==> config.mk <==
export PLATFORM = sky130hd
export DESIGN_NAME = uart_rx_frmr
export DESIGN_NICKNAME = d
export VERILOG_FILES = /design/src/rtl/uart_rx_frmr.sv
export SDC_FILE = /design/constraint.sdc
export NUM_CORES = 1
export LEC_CHECK = 0
export BUFFER_PORTS_ARGS = -buffer_cell sky130_fd_sc_hd__buf_2
export CORE_MARGIN = 2
export CORE_UTILIZATION = 50
export DETAILED_ROUTE_END_ITERATION = 12
export GPL_TIMING_DRIVEN = 0
export PLACE_DENSITY_LB_ADDON = 0.08
export SLEW_MARGIN = 20
export SYNTH_ARGS = -nofsm -noshare
export SYNTH_HDL_FRONTEND = slang
export SYNTH_SLANG_ARGS = --single-unit
==> constraint.sdc <==
create_clock -name clk -period 3.06 [get_ports clk]
set_input_delay 0.612 -clock clk [delete_from_list [all_inputs] [get_ports clk]]
set_output_delay 0.612 -clock clk [all_outputs]
set_load 0.01 [all_outputs]
==> src/rtl/uart_rx_frmr.sv <==
// 8N1 LSB-first UART receiver. The RX pin is synchronized, and each bit is timed
// at its centre by a baud down-counter. Optional stop-bit check: UART_RX_FRAMING_CHK_EN.
module uart_rx_frmr #(
    parameter int unsigned BAUD_CNT = 2604
) (
    input  logic       clk,
    input  logic       rst_n,
    input  logic       RX,
    input  logic       clr_rdy,
    output logic [7:0] rx_data,
    output logic       rdy,
    output logic       frm_err
);

    localparam logic [11:0] BAUD_FULL = 12'(BAUD_CNT);
    localparam logic [11:0] BAUD_HALF = 12'(BAUD_CNT / 2);

    typedef enum logic [1:0] {
        ST_IDLE  = 2'd0,
        ST_START = 2'd1,
        ST_DATA  = 2'd2,
        ST_STOP  = 2'd3
    } state_e;

    state_e      state_q, state_d;
    logic        rx_sync1_q, rx_sync2_q, rx_prev_q;
    logic        rx_fall_s;
    logic        baud_term_s;
    logic [11:0] baud_cnt_q, baud_cnt_d;
    logic [2:0]  bit_cnt_q, bit_cnt_d;
    logic [7:0]  shift_q, shift_d;
    logic [7:0]  rx_data_q, rx_data_d;
    logic        rdy_q, rdy_d;
`ifdef UART_RX_FRAMING_CHK_EN
    logic        frm_err_q, frm_err_d;
`endif

    assign rx_fall_s   = rx_prev_q & ~rx_sync2_q;
    assign baud_term_s = (baud_cnt_q == 12'd1);

    // Synchronizer plus edge-detect flop; all flops idle high.
    always_ff @(posedge clk or negedge rst_n) begin
        if (!rst_n) begin
            rx_sync1_q <= 1'b1;
            rx_sync2_q <= 1'b1;
            rx_prev_q  <= 1'b1;
        end else begin
            rx_sync1_q <= RX;
            rx_sync2_q <= rx_sync1_q;
            rx_prev_q  <= rx_sync2_q;
        end
    end

    // FSM state register.
    always_ff @(posedge clk or negedge rst_n) begin
        if (!rst_n) begin
            state_q <= ST_IDLE;
        end else begin
            state_q <= state_d;
        end
    end

    // FSM next-state logic; falling edges outside IDLE never restart a frame.
    always_comb begin
        state_d = state_q;
        case (state_q)
            ST_IDLE: begin
                if (rx_fall_s) state_d = ST_START;
                else           state_d = ST_IDLE;
            end
            ST_START: begin
                if (baud_term_s) begin
                    if (rx_sync2_q) state_d = ST_IDLE;
                    else            state_d = ST_DATA;
                end else begin
                    state_d = ST_START;
                end
            end
            ST_DATA: begin
                if (baud_term_s && (bit_cnt_q == 3'd7)) state_d = ST_STOP;
                else                                    state_d = ST_DATA;
            end
            ST_STOP: begin
                if (baud_term_s) state_d = ST_IDLE;
                else             state_d = ST_STOP;
            end
            default: state_d = ST_IDLE;
        endcase
    end

    // FSM output / datapath next-state logic; a stop-sample set overrides clr_rdy.
    always_comb begin
        baud_cnt_d = baud_cnt_q;
        bit_cnt_d  = bit_cnt_q;
        shift_d    = shift_q;
        rx_data_d  = rx_data_q;
        if (clr_rdy) rdy_d = 1'b0;
        else         rdy_d = rdy_q;
`ifdef UART_RX_FRAMING_CHK_EN
        if (clr_rdy) frm_err_d = 1'b0;
        else         frm_err_d = frm_err_q;
`endif
        case (state_q)
            ST_IDLE: begin
                if (rx_fall_s) begin
                    baud_cnt_d = BAUD_HALF;
                    bit_cnt_d  = 3'd0;
                    rdy_d      = 1'b0;
                end else begin
                    baud_cnt_d = baud_cnt_q;
                end
            end
            ST_START: begin
                if (baud_term_s) begin
                    if (rx_sync2_q) baud_cnt_d = 12'd0;
                    else            baud_cnt_d = BAUD_FULL;
                end else begin
                    baud_cnt_d = baud_cnt_q - 12'd1;
                end
            end
            ST_DATA: begin
                if (baud_term_s) begin
                    shift_d    = {rx_sync2_q, shift_q[7:1]};
                    bit_cnt_d  = bit_cnt_q + 3'd1;
                    baud_cnt_d = BAUD_FULL;
                end else begin
                    baud_cnt_d = baud_cnt_q - 12'd1;
                end
            end
            ST_STOP: begin
                if (baud_term_s) begin
                    baud_cnt_d = 12'd0;
`ifdef UART_RX_FRAMING_CHK_EN
                    if (rx_sync2_q) begin
                        rx_data_d = shift_q;
                        rdy_d     = 1'b1;
                        frm_err_d = 1'b0;
                    end else begin
                        frm_err_d = 1'b1;
                    end
`else
                    rx_data_d = shift_q;
                    rdy_d     = 1'b1;
`endif
                end else begin
                    baud_cnt_d = baud_cnt_q - 12'd1;
                end
            end
            default: begin
                baud_cnt_d = 12'd0;
            end
        endcase
    end

    // Datapath registers.
    always_ff @(posedge clk or negedge rst_n) begin
        if (!rst_n) begin
            baud_cnt_q <= 12'd0;
            bit_cnt_q  <= 3'd0;
            shift_q    <= 8'h00;
            rx_data_q  <= 8'h00;
            rdy_q      <= 1'b0;
        end else begin
            baud_cnt_q <= baud_cnt_d;
            bit_cnt_q  <= bit_cnt_d;
            shift_q    <= shift_d;
            rx_data_q  <= rx_data_d;
            rdy_q      <= rdy_d;
        end
    end

`ifdef UART_RX_FRAMING_CHK_EN
    // Framing-error flag register.
    always_ff @(posedge clk or negedge rst_n) begin
        if (!rst_n) begin
            frm_err_q <= 1'b0;
        end else begin
            frm_err_q <= frm_err_d;
        end
    end

    assign frm_err = frm_err_q;
`else
    assign frm_err = 1'b0;
`endif

    assign rx_data = rx_data_q;
    assign rdy     = rdy_q;

endmodule

==> impl_metrics.toml <==
[status]
status = "finished clean"

[global_routing]
gr-usage-all-layers_pct = 19.6
grt-ovfl-total = 0
antenna_found_initial = 0
grt_max_degree = 38
grt_pass1_wl_um = 6220
first_global_vias = 1335

[detailed_routing]
vias = 1281
drt_pre_antenna_iters = 4
drc_errors = 0
wl_per_cell_um = 15.2
first_iter_violations = 109
ant_nets = 0
wl_um = 3470
avgViaCountPerCell = 5.62

[power_and_ir_drop]
powerDensity_nw_per_um2 = 757
intPower_w = 0.000965
clkPwrFrac_pct = 23.4
p_comb_share_pct = 34.5
leakage_nw = 0.989
p_seq_share_pct = 42.1
ir_worst_vdd_uv = 311
switchingPower_w = 0.000567
switching_share_pct = 37.0

[sta]
rsz0062_at_grt = "no"
finalSetupTns_ps = 0
max_freq_mhz = 478
period_share_pct = 68.3
relSlewSlack_pct = 46.4
fin_skew_ps = 10.3
hold_violations = 0
worst_pin_slew_ps = 804
drv_slew = 0
timing.final.crit_period_ps = 2090
setup_viol = 0

[clock_network]
cts.repair.resized = 0
cts_sinks = 37
clk_pin_slew_ps = 120
tritoncts = "yes"
root_buffer = "clkbuf_4"
cts_made_buffers = 5
cts_max_level = 2
cts_hold_buf = 0
clk_latency_ps = 340
cts_setup_buffers = 0
cts_max_path_buffers = 2

[finish]
mostFrequentLayoutCell = "dfrtp_1"
final_util_pct = 59.2
drive_gt1_share_pct = 26.9
final_area_um2 = 2020
layout.nets = 193
syn_to_final_growth_pct = 11.4
mostFrequentLayoutCells = "dfrtp_1 (34), mux2_2 (16), nor2_1 (14), buf_2 (12), a21oi_1 (9)"
fin_cells = 228
n_antenna_cell = 0

[synth]
synthCells = 162
synth-async-reset-ratio_pct = 100
synth_cell_types = 41
ys_ff_latch = 37
yosysSeqAreaShare_pct = 51.2
synth_edf_count = 0
syn_avg_cell_area_um2 = 11.2
netlist_area_um2 = 1820
syn_nets = 174
yosysWarningCount = 0
synth_flop_cell = "dfrtp_1"

[setup_path]
criticalPathCategory = "flop to flop"
crit_buf_inv = 2
cp-end-kind = "flop"
cp_cell_sequence = "inv_1, ha_1, nor4b_2, nand4_1, clkbuf_1, a22o_1, a22o_1"
cp.required_ps = 3290
path_delay_family = "simple AND/OR/NAND/NOR gates"
slowest_stage = "dfrtp_1"
critPathMaxFanout = 10
crit_path_frequent_cell = "a22o_1"
crit_path_start_kind = "flop"
slowest_delay_ps = 420
arrival_ps = 2330

[place]
port_buffers = 12
placed_cell_area_um2 = 1930
hpwl_um = 2400
place.gp.congestion = 0.835
place_inst = 220

[flow_run]
drv_cap = 0

[floorplan]
coreArea_um2 = 3420
die_y_um = 64.3
ioPinCount = 14
initial_core_util_pct = 53.2
rows = 21
die_x_um = 64.3
die_area_um2 = 4130

[worst_hold_path]
hp-class = "input port to asynchronous set/reset pin"
[worst register-to-register path: cells and delay by family (launching register included)]
kind,cells,cell delay (ps)
simple gates,2,550
fa+ha+maj,1,150
flops,1,420
compound gates,2,470
buf+inv,2,390
[sequential cells by signal (all words and copies together), names as in the netlist]
| signal | cells |
|---|---|
| bit_cnt_q | 3 |
| rx_sync1_q | 1 |
| state_q | 2 |
| rdy | 1 |
| rx_data | 8 |
| shift_q | 8 |
| baud_cnt_q | 12 |
| rx_sync2_q | 1 |
| rx_prev_q | 1 |
[logic make-up after synthesis]
| family | count (synthesis) | synth area share, % |
|---|---|---|
| fa+ha+maj | 8 | 5.51 |
| buf+inv | 13 | 3.10 |
| compound gates | 47 | 18.2 |
| mux | 16 | 9.92 |
| other cells | 1 | 0.206 |
| simple gates | 40 | 11.9 |
| flops | 37 | 51.2 |
[layout make-up]
type	count	area [µm²]
Clock inverter	2	37.5
Sequential cell	37	930
Tap cell	46	57.6
Inverter	7	26.3
Multi-Input combinational cell	112	831
Clock buffer	6	51.3
Fill cell	305	1390
Buffer	6	30.0
Timing Repair Buffer	12	60.1
[power by group through the flow]
stage	registers, W	clock network [W]	logic, W
6_report	0.000645	0.000358	0.000529
5_1_grt	0.000657	0.000390	0.000597
4_1_cts	0.000644	0.000366	0.000526
3_5_place_dp	0.000653	0	0.000521
3_3_place_gp	0.000648	0	0.000510
2_1_floorplan	0.000634	0	0.000416
[metal layers]
metal	part of all wire (%)	track usage, %	vias to the layer above
li1	-	-	631
met1	45	24.5	625
met2	51	32.7	19
met3	3.5	5.63	6
met4	1.2	6.38	0
met5	0	0	-
[metrics by stage]
step | setup WS, ps | power (W) | hold slack (ps)
after floorplan | 1220 | 0.00105 | 316
after global placement | 1020 | 0.00116 | 347
after detailed placement | 994 | 0.00117 | 348
after CTS | 963 | 0.00154 | 348
after global routing | 798 | 0.00164 | 337
final | 969 | 0.00153 | 338
[worst paths after layout]
| path | start | end | slack [ps] | depth (start not counted) |
|---|---|---|---|---|
| worst max-delay path | baud_cnt_q[1]$_DFFE_PN0P_ | bit_cnt_q[1]$_DFFE_PN0P_ | 970 | 7 |
| worst min-delay path | rst_n | baud_cnt_q[7]$_DFFE_PN0P_ | 340 | 1 |
| worst max register to register | baud_cnt_q[1]$_DFFE_PN0P_ | bit_cnt_q[1]$_DFFE_PN0P_ | 970 | 7 |
| worst min register to register | rx_sync1_q$_DFF_PN1_ | rx_sync2_q$_DFF_PN1_ | 360 | 0 |
| max in group asynchronous | rst_n | rx_data[7]$_DFFE_PN0P_ | 2210 | 1 |
| min in group clk | rx_sync1_q$_DFF_PN1_ | rx_sync2_q$_DFF_PN1_ | 360 | 0 |
[synth_stat cells, types with 3 or more instances]
cell type | number | share of area (%)
nor2_1 | 14 | 2.9
o22a_1 | 3 | 1.4
nand2_1 | 6 | 1.2
ha_1 | 8 | 5.5
inv_1 | 7 | 1.4
dfstp_2 | 3 | 4.3
clkbuf_1 | 4 | 0.83
o21ai_0 | 8 | 2.2
mux2_2 | 16 | 9.9
a21oi_1 | 9 | 2.5
dfrtp_1 | 34 | 47
a31oi_1 | 5 | 1.7
o21a_1 | 3 | 1.2
a22o_1 | 6 | 2.9
nand3_1 | 3 | 0.83
Power figures use the tool's default switching activity.
